**src/rtl/dreg_bank_shift.sv**
```systemverilog
`default_nettype none
// ============================================================================
//  Module   : dreg_bank_shift
//  Purpose  : CH x W clocked register bank with masked parallel load and
//             word-wide shift/rotate; optional per-channel parity (PARITY_EN).
//  Revision : 1.0 - initial release
// ============================================================================
module dreg_bank_shift #(
    parameter int           W         = 4,
    parameter int           CH        = 4,
    parameter logic [W-1:0] RESET_VAL = '0
) (
    input  logic            clk,
    input  logic            rst_n,
    input  logic            en,
    input  logic [1:0]      mode,
    input  logic [CH-1:0]   ld_mask,
    input  logic [CH*W-1:0] d,
    input  logic [W-1:0]    sin,
    output logic [CH*W-1:0] q,
    output logic [W-1:0]    sout,
    output logic            upd
`ifdef PARITY_EN
    ,
    output logic [CH-1:0]   par
`endif
);

    localparam logic [1:0] c_mode_hold   = 2'b00;
    localparam logic [1:0] c_mode_load   = 2'b01;
    localparam logic [1:0] c_mode_shift  = 2'b10;
    localparam logic [1:0] c_mode_rotate = 2'b11;

    logic [W-1:0] r_ch   [CH];
    logic [W-1:0] w_next [CH];
    logic         w_wr;
    logic         r_upd;

    always_comb begin
        w_wr = 1'b0;
        for (int i = 0; i < CH; i++) begin
            w_next[i] = r_ch[i];
        end
        if (en) begin
            case (mode)
                c_mode_hold: begin
                    w_wr = 1'b0;
                end
                c_mode_load: begin
                    w_wr = |ld_mask;
                    for (int i = 0; i < CH; i++) begin
                        if (ld_mask[i]) begin
                            w_next[i] = d[i*W +: W];
                        end
                    end
                end
                c_mode_shift: begin
                    w_wr      = 1'b1;
                    w_next[0] = sin;
                    for (int i = 1; i < CH; i++) begin
                        w_next[i] = r_ch[i-1];
                    end
                end
                c_mode_rotate: begin
                    // With CH=1 this rewrites channel 0 with itself.
                    w_wr      = 1'b1;
                    w_next[0] = r_ch[CH-1];
                    for (int i = 1; i < CH; i++) begin
                        w_next[i] = r_ch[i-1];
                    end
                end
                default: begin
                    w_wr = 1'b0;
                end
            endcase
        end
    end

    always_ff @(posedge clk or negedge rst_n) begin
        if (!rst_n) begin
            for (int i = 0; i < CH; i++) begin
                r_ch[i] <= RESET_VAL;
            end
            r_upd <= 1'b0;
        end else begin
            for (int i = 0; i < CH; i++) begin
                r_ch[i] <= w_next[i];
            end
            r_upd <= w_wr;
        end
    end

    for (genvar gi = 0; gi < CH; gi++) begin : g_q
        assign q[gi*W +: W] = r_ch[gi];
    end

    assign sout = r_ch[CH-1];
    assign upd  = r_upd;

`ifdef PARITY_EN
    logic [CH-1:0] r_par;

    // Parity is taken from the next-state value so it lands on the same edge as the data.
    always_ff @(posedge clk or negedge rst_n) begin
        if (!rst_n) begin
            r_par <= {CH{^RESET_VAL}};
        end else begin
            for (int i = 0; i < CH; i++) begin
                r_par[i] <= ^w_next[i];
            end
        end
    end

    assign par = r_par;
`endif

endmodule
`default_nettype wire
```
**config.mk**
```make
export PLATFORM = sky130hd
export DESIGN_NAME = dreg_bank_shift
export DESIGN_NICKNAME = d
export VERILOG_FILES = /design/src/rtl/dreg_bank_shift.sv
export SDC_FILE = /design/constraint.sdc
export NUM_CORES = 1
export LEC_CHECK = 0
export CAP_MARGIN = 20
export CORE_MARGIN = 3
export CORE_UTILIZATION = 25
export CTS_CLUSTER_SIZE = 40
export DETAILED_ROUTE_END_ITERATION = 8
export SYNTH_ARGS = -nofsm -noshare
export SYNTH_HDL_FRONTEND = slang
export SYNTH_SLANG_ARGS = --single-unit
```
**constraint.sdc**
```tcl
create_clock -name clk -period 1.3 [get_ports clk]
set_input_delay 0.13 -clock clk [delete_from_list [all_inputs] [get_ports clk]]
set_output_delay 0.13 -clock clk [all_outputs]
set_load 0.01 [all_outputs]
```
Word-level counts from Yosys, hierarchy flattened
Index checks and enable logic that the tools add are counted.
{"block": "word_totals", "wordCells": 27, "regBits": 17, "output_inout_bits": 21, "in_bits": 29}
{"block": "op_classes", "eq_ne": 7, "mux": 7, "reduce_logical": 8}
{"op": "16-bit case mux with 3 select lines", "count": 1}
{"op": "4-bit 2-to-1 mux", "count": 4}
{"op": "3-bit AND reduction", "count": 4}
{"op": "2-bit inequality test (second input constant)", "count": 4}
{"op": "2-bit == test (second input constant)", "count": 2}
{"op": "4-bit OR reduction", "count": 1}
{"op": "1-bit case mux with 3 select lines", "count": 1}
{"op": "3-bit nonzero test", "count": 1}
{"op": "2-bit by 1-bit == test with 1-bit output (second input constant)", "count": 1}
{"op": "2-bit logical NOT", "count": 1}
{"op": "2-bit OR reduction", "count": 1}
{"op": "1-bit 2-to-1 mux", "count": 1}

Logic depth before layout (Yosys ltp)
Gate-level depths: netlist of run 1.
{"block": "logic_depth", "ltp_word": 4, "ltp_mapped": 5, "mapped_depth_nobuf": 3}

Least setup slack after synthesis of run 1
OpenSTA, ideal clock, no wires.
{"block": "synth_path", "kind": "reg-to-reg", "start": "register r_ch, in the netlist sout[0]", "end": "register r_ch, in the netlist q[0]", "slack_ns": 0.304, "required_ns": 1.175, "stages_incl_launch_ff": 4, "period_less_slack_ns": 0.996, "n_path_buf": 0, "setup_time_ns": 0.125, "t_arrival_ns": 0.870, "path_cell_list": "dfrtp_1 -> mux2i_1 -> a21oi_1 -> mux2_4"}
{"block": "synth_between", "elab_chain_cells": 1}
{"item": "start: declaration", "line_no": "34", "text": "logic [W-1:0] r_ch [CH];"}
{"item": "start signal: indexed assignment", "line_no": "87", "text": "r_ch[i] <= w_next[i];"}
{"item": "16-bit case mux with 3 select lines", "line_no": "45", "text": "case (mode)"}
Every way passes these cells.
A chain may end at the register's enable or synchronous reset.

Worst setup path after layout of run 1
{"block": "layout_path", "start": "register r_upd (netlist: upd)", "end": "output upd"}
{"item": "start: declaration", "line_no": "37", "text": "logic r_upd;"}
{"item": "start signal: assignment", "line_no": "89", "text": "r_upd <= w_wr;"}
{"item": "end: declaration", "line_no": "22", "text": "output logic upd"}
No word-level cell between the ends.

==> summary.md, run 1 <==
| Metric | Value |
|---|---|
| Status | `finished, final reports clean` |
| Crit path depth | `1` |
| Fill cells | `between 300 and 400` |
| PwrDens | `between 1000 and 1500 nW/µm²` |
| Max stage delay on crit path | `0.53 ns` |
| Yosys warnings | `0` |
| Share of the synthesized area in the top cell type | `42.9%` |
| Leak pwr | `0.717 nW` |
| WP buf/inv | `1` |
| Dpl hpwl | `2.19 mm` |
| Vias | `911` |
| GRT met1 Usage | `18.7%` |
| Avg Inst Size Synth | `11.0 µm²` |
| Row count | `22` |
| Area growth from synthesis to layout | `61.4%` |
| Core area | `3740 µm²` |
| MaxCap Viol Count | `0` |
| Final total power | `0.00178 W` |
| Peak supply drop | `0.410 mV` |
| R2R depth | `4` |
| Commonest non-fill, non-tap cell in the layout | `clkdlybuf4s50_1` |
| Largest delay contributor family on the critical path | `buffers and inverters` |
| Worst Setup EP | `upd` |
| Fin crit share | `around 95%` |
| Final WL | `around 3.0 mm` |
| Global-route wire length before repair | `4.95 mm` |
| FF+latch area | `425 µm²` |
| Critical path type | `flip-flop to primary output` |
| TritonCTS Buffers | `3` |
| Fin. max-slew vios | `0` |
| Post-layout min period | `~1.2 ns` |
| Hold Fails Final Rpt | `0` |
| FF+latch count, synth | `17` |
| CP arrival | `about 1.1 ns` |
| Max FO, Critical Path | `1` |
| Critical path launch point type | `flip-flop` |
| R2r setup slk | `0.13 ns` |
| Clock Latency Late Sink | `0.26 ns` |
| Clk buf depth | `2` |
| Mapped cell area | `992 µm²` |
| CTS tree | `built` |
| Synth area leader | `dfrtp_1` |
| Min Hold Slack | `0.201 ns` |
| Least-Margin Pin Slew | `0.248 ns` |
| Post-layout net count | `roughly 180` |
| Peak Freq | `approximately 810 MHz` |
| Netlist cell types | `19` |
| Area of the multi-input gates | `469 µm²` |
| Via density | `4.70` |
| Final setup fails | `0` |
| RSZ-0062 raised after global routing | `false` |
| Synth Instances | `90` |
| Layout cells sized above 1 | `20.5%` |
| Antenna cells | `0` |
| First-pass iteration count of the detailed router | `4` |
| R2R Path End | `q[2]$_DFFE_PN0P_` |
| GP Congestion | `0.813` |
| Vias in the first global route | `909` |
| Gr busiest metal | `met2` |
| TritonCTS sink count | `17` |
| Die area | `approximately 4800 µm²` |
| Starting Density | `a little over a quarter` |
| Clock transition at the registers of the reported paths | `approximately 0.070 ns` |
| Most frequent cells in the layout | `clkdlybuf4s50_1, dlygate4sd2_1, dfrtp_1` |
| CP cell instances | `clkdlybuf4s50_1` |
| Post-route clock skew | `approximately 0.0025 ns` |
| # H-tree levels | `1` |
| Worst EP required | `~1.2 ns` |
| Iter 0 DRT Violations | `a little over 80` |
| Final core occ | `about 43%` |
| Clock root buffer | `clkbuf_8` |
| Detail Route Antenna Nets | `0` |
| Die height | `69 µm` |
| Overflow after GRT | `0` |
| Hold Crit Class | `primary input to asynchronous set/reset pin` |
| GRT Total Usage | `13.2%` |
| Seq/Total Area, Yosys | `42.9%` |
| Reg2reg start | `sout[2]$_DFFE_PN0P_` |
| # port buffers | `just under 50` |
| Met2 global-route usage | `19.6%` |
| Relative slew slack | `83.4%` |
| Critical path's slowest cell | `clkdlybuf4s50_1` |
| Top cells by area, synth | `dfrtp_1, mux2i_1, a21oi_1` |
| Num ports | `50` |
| DRC | `0` |
| Critical path origin | `upd$_DFF_PN0_` |
| Met3 Use GR | `3.64%` |
| Die X | `69 µm` |
| Antenna violations before repair | `0` |
| Largest net degree at the start of global routing | `18` |
| Crit. End Element | `primary output` |
| DR WL/cell | `15.3 µm` |
| Syn Nets | `119` |
==> power breakdown <==
| part | leakage (nW) | internal, W | switching, W |
|---|---|---|---|
| registers | 0.187 | 0.000625 | 0.0000792 |
| clock network | 0.0228 | 0.000218 | 0.000187 |
| logic | 0.508 | 0.000386 | 0.000283 |
==> sequential cells by signal, summed over array words and instances (netlist names) <==
name,count
q,12
sout,4
upd,1
==> cells by family (layout without fill, tap and decap cells) <==
family | count (synthesis) | count (layout) | share of synthesized area [%]
AOI/OAI and AO/OA | 34 | 34 | 20.6
buffers and inverters | 12 | 68 | 10.1
DFF | 17 | 17 | 42.9
and+or+nand+nor | 7 | 7 | 4.29
muxes | 20 | 20 | 22.2
==> metal layers <==
layer	vias up	routed length (µm)	share of wire, %
met5	-	0	0
met3	4	152	5.1
li1	441	-	-
met4	0	25	0.84
met2	32	1340	45
met1	434	1460	49
==> stage by stage <==
stage / setup slack [ns] / cells / setup TNS, ns / area [µm²]
finish: 0.0594 / 194 / 0 / 1600
global route: 0.0246 / 194 / 0 / 1600
CTS: 0.00684 / 194 / 0 / 1590
detailed placement: -0.164 / 183 / -2.32 / 1520
global placement: -0.159 / 183 / -2.24 / 1520
floorplan: 0.304 / 90 / 0 / 992
==> synth_stat cells, drive strengths merged <==
cell type / number
nor3: 1
nor2: 4
a21oi: 16
dfrtp: 17
a21o: 4
o21ai: 2
mux2i: 16
a31oi: 12
mux2: 4
buf: 12
nand2: 2
==> worst reg2reg max path: cells and delay by family, from the launching register on <==
kind	cells	cell delay, ns
mux	2	0.43
buf+inv	1	0.15
compound gates	1	0.09
flops	1	0.40
==> area by class of cell <==
type / instances / share of cell area (%)
Timing Repair Buffer: 64 / 37.6
Multi-Input combinational cell: 61 / 29.3
Sequential cell: 17 / 26.6
Tap cell: 48 / 3.75
Clock buffer: 4 / 2.81
==> worst min-delay path by stage <==
| stage | cells past startpoint | slack (ns) | to | from |
|---|---|---|---|---|
| floorplan | 0 | -0.17 | q[0]$_DFFE_PN0P_ | rst_n |
| global placement | 2 | 0.48 | sout[2]$_DFFE_PN0P_ | rst_n |
| detailed placement | 2 | 0.49 | sout[2]$_DFFE_PN0P_ | rst_n |
| CTS | 2 | 0.21 | sout[2]$_DFFE_PN0P_ | rst_n |
| global route | 2 | 0.22 | sout[2]$_DFFE_PN0P_ | rst_n |
| finish | 2 | 0.20 | sout[2]$_DFFE_PN0P_ | rst_n |
==> what timing repair did <==
item,in CTS,in global routing
hold buffers,0,0
resized for setup,17,5
buffers inserted,7,0
setup endpoints to repair,20,5
(Power assumes the default switching activity.)
==> run 2: changes to the inputs <==
Settings changed: ABC_AREA from default to 1, SLEW_MARGIN from default to 25.
==> run 2 against run 1 <==
  * Sequential share of layout area decreased by 1.5 points
  * Flip-flop and latch count unchanged
  * Worst setup slack better by 0.0061 ns
  * Power is 6.2% lower
  * Critical endpoint unchanged
  * Highest routed layer unchanged
  * Core utilization rose by 1.2 points
  * Global-route usage shrank 0.86 points
  * Final cell count up 32%
==> summary.md, run 2 <==
| Metric | Value |
|---|---|
| # port buffers | `49 (unchanged)` |
| Wl on met1 | `1.36 mm (-6.3%)` |
| Relative slew slack | `82.1% (-1.3 points)` |
| Fin. max-slew vios | `0 (unchanged)` |
| Synth area leader | `dfrtp_1` |
| TritonCTS sink count | `17 (unchanged)` |
| MaxCap Viol Count | `0 (unchanged)` |
| Starting Density | `27.2% (+0.67 points)` |
| Peak supply drop | `0.668 mV (+63%)` |
| Clock Latency Late Sink | `0.25 ns (about the same)` |
| Die area | `5000 µm² (+5.0%)` |
| Max FO, Critical Path | `1 (unchanged)` |
| Fill cells | `416 (+9.8%)` |
| DR WL/cell | `11.6 µm (-24%)` |
| Row count | `22 (unchanged)` |
| Vias in the first global route | `1119 (+23%)` |
| CP arrival | `1.10 ns (about the same)` |
| Final Cell Area | `1700 µm² (+5.9%)` |
| PwrDens | `984 nW/µm² (-11%)` |
| FF+latch count, synth | `17 (unchanged)` |
| Synth Instances | `148 (+64%)` |
| CP cell instances | `clkdlybuf4s50_1` |
| Syn Nets | `177 (+49%)` |
| Critical path's slowest cell | `clkdlybuf4s50_1` |
| Num ports | `50 (unchanged)` |
| Dpl hpwl | `2.39 mm (+9.1%)` |
| Top cells by area, synth | `dfrtp_1, nand2_1, nand3_1` |
| Peak Freq | `810 MHz (+0.49%)` |
| Max stage delay on crit path | `0.53 ns (about the same)` |
| Via density | `4.34 (-7.5%)` |
| DR WL met3 | `252 µm (+66%)` |
| Area of the multi-input gates | `520 µm² (+11%)` |
| RSZ-0062 raised after global routing | `false` |
| Post-route clock skew | `0.00357 ns (+0.00104 ns)` |
| Hold Crit Class | `primary input to asynchronous set/reset pin` |
| Critical path origin | `upd$_DFF_PN0_` |
| Worst EP required | `1.17 ns (about the same)` |
| Iter 0 DRT Violations | `33 (-59%)` |
| Share of the synthesized area in the top cell type | `40.6% (-2.3 points)` |
| Netlist cell types | `17 (-2)` |
| Layout cells sized above 1 | `15.3% (-5.2 points)` |
| Die height | `70.7 µm (+2.5%)` |
| # H-tree levels | `1 (unchanged)` |
| Most frequent cells in the layout | `nand2_1, clkdlybuf4s50_1, nand3_1` |
| Largest delay contributor family on the critical path | `buffers and inverters` |
| WP buf/inv | `1 (unchanged)` |
| Commonest non-fill, non-tap cell in the layout | `nand2_1` |
| Die X | `70.7 µm (+2.5%)` |
| Vias | `1116 (+23%)` |
| Status | `finished, final reports clean` |
| Clock transition at the registers of the reported paths | `0.07 ns (about the same)` |
| Detail Route Antenna Nets | `0 (unchanged)` |
| Fin crit share | `95.0% (-0.47 points)` |
| Avg Inst Size Synth | `7.08 µm² (-36%)` |
| DR top layer | `met4` |
| Setup TNS | `0 ns (unchanged)` |
| Clk buf depth | `2 (unchanged)` |
| Hold Fails Final Rpt | `0 (unchanged)` |
| Least-Margin Pin Slew | `0.268 ns (+0.0196 ns)` |
| Antenna cells | `0 (unchanged)` |
| Antenna violations before repair | `0 (unchanged)` |
| Reg2reg start | `sout[3]$_DFFE_PN0P_` |
| Number of synthesized flops with an enable pin | `0 (unchanged)` |
| Count leader, synth | `nand2_1` |
| Critical path type | `flip-flop to primary output` |
| Dpl cell area | `1630 µm² (+7.8%)` |
| Global-route wire length before repair | `5.00 mm (+0.97%)` |
| Area growth from synthesis to layout | `61.9%` |
| Final setup fails | `0 (unchanged)` |
| FF+latch area | `425 µm² (unchanged)` |
| CTS tree | `built` |
| Post-layout min period | `1.23 ns (-0.00610 ns)` |
| Clock root buffer | `clkbuf_8` |
| Critical path launch point type | `flip-flop` |
| Crit. End Element | `primary output` |
| TritonCTS Buffers | `3 (unchanged)` |
| Max reg flops | `12 (unchanged)` |
| First-pass iteration count of the detailed router | `4 (unchanged)` |
| Core area | `3850 µm² (+2.9%)` |
| Post-layout net count | `239 (+36%)` |
| Mapped cell area | `1050 µm² (+5.5%)` |
| Leak pwr | `0.945 nW (+32%)` |
| Final WL | `2.98 mm (+0.10%)` |
| Synth top cells by count | `nand2_1, nand3_1, dfrtp_1` |
| DRC | `0 (unchanged)` |
| Main flop type after synthesis | `dfrtp_1` |
| Metal2 WL | `1.35 mm (+0.37%)` |
| Overflow after GRT | `0 (unchanged)` |
| GRT Total Usage | `12.3% (-0.86 points)` |
| Min Hold Slack | `0.197 ns (-0.00388 ns)` |
| Largest net degree at the start of global routing | `18 (unchanged)` |
| Fraction of registers with async set/reset | `100% (unchanged)` |
| Final core occ | `44.0% (+1.2 points)` |
| GP Congestion | `0.833 (+2.5%)` |
| Yosys warnings | `0 (unchanged)` |
| Seq/Total Area, Yosys | `40.6% (-2.3 points)` |
-- run 2: power breakdown --
part           switching, W  internal (W)  leakage (nW)
Combinational      0.000277      0.000320         0.704
Clock              0.000182      0.000212        0.0255
Sequential        0.0000643      0.000613         0.215
Total              0.000523       0.00115         0.945
-- run 2: worst paths after layout --
check | endpoint | slack [ns] | cells past startpoint
min | sout[3]$_DFFE_PN0P_ | 0.20 | 2
max | upd | 0.07 | 1
min reg2reg | q[10]$_DFFE_PN0P_ | 0.50 | 2
max in group asynchronous | q[0]$_DFFE_PN0P_ | 0.91 | 2
max reg2reg | q[3]$_DFFE_PN0P_ | 0.38 | 5
min in group clk | q[10]$_DFFE_PN0P_ | 0.50 | 2
-- run 2: timing repair --
item	4_1_cts	5_1_grt
gates resized for setup	17	3
endpoints found under the setup margin	20	3
buffers inserted	4	0
hold buffers	0	0
-- run 2: cell type report --
class	count	area share [%]
sequential	17	25.1
multi-input combinational	116	30.7
timing repair buffer	67	36.8
tap	48	3.54
clock inverter	1	0.295
clock buffer	3	2.44
inverter	5	1.11
-- run 2: kinds of logic after synthesis --
logic type | share of synthesized area, %
AND/OR/NAND/NOR | 48.3
flip-flops | 40.6
buffers and inverters | 9.68
AO/OA/AOI/OAI | 1.43
-- run 2: stage by stage --
step	std cells	worst slack [ns]	total power (W)
2_1_floorplan	148	0.452	0.000969
3_3_place_gp	249	-0.0795	0.00133
5_1_grt	257	0.0257	0.00180
3_5_place_dp	249	-0.0886	0.00133
6_report	257	0.0655	0.00167
4_1_cts	257	0.00158	0.00170
-- run 2: metal layers --
layer | GRT usage (%) | up-vias
met5 | 0 | -
met4 | 2.30 | 0
li1 | - | 583
met2 | 19.3 | 41
met3 | 4.40 | 2
met1 | 16.5 | 490
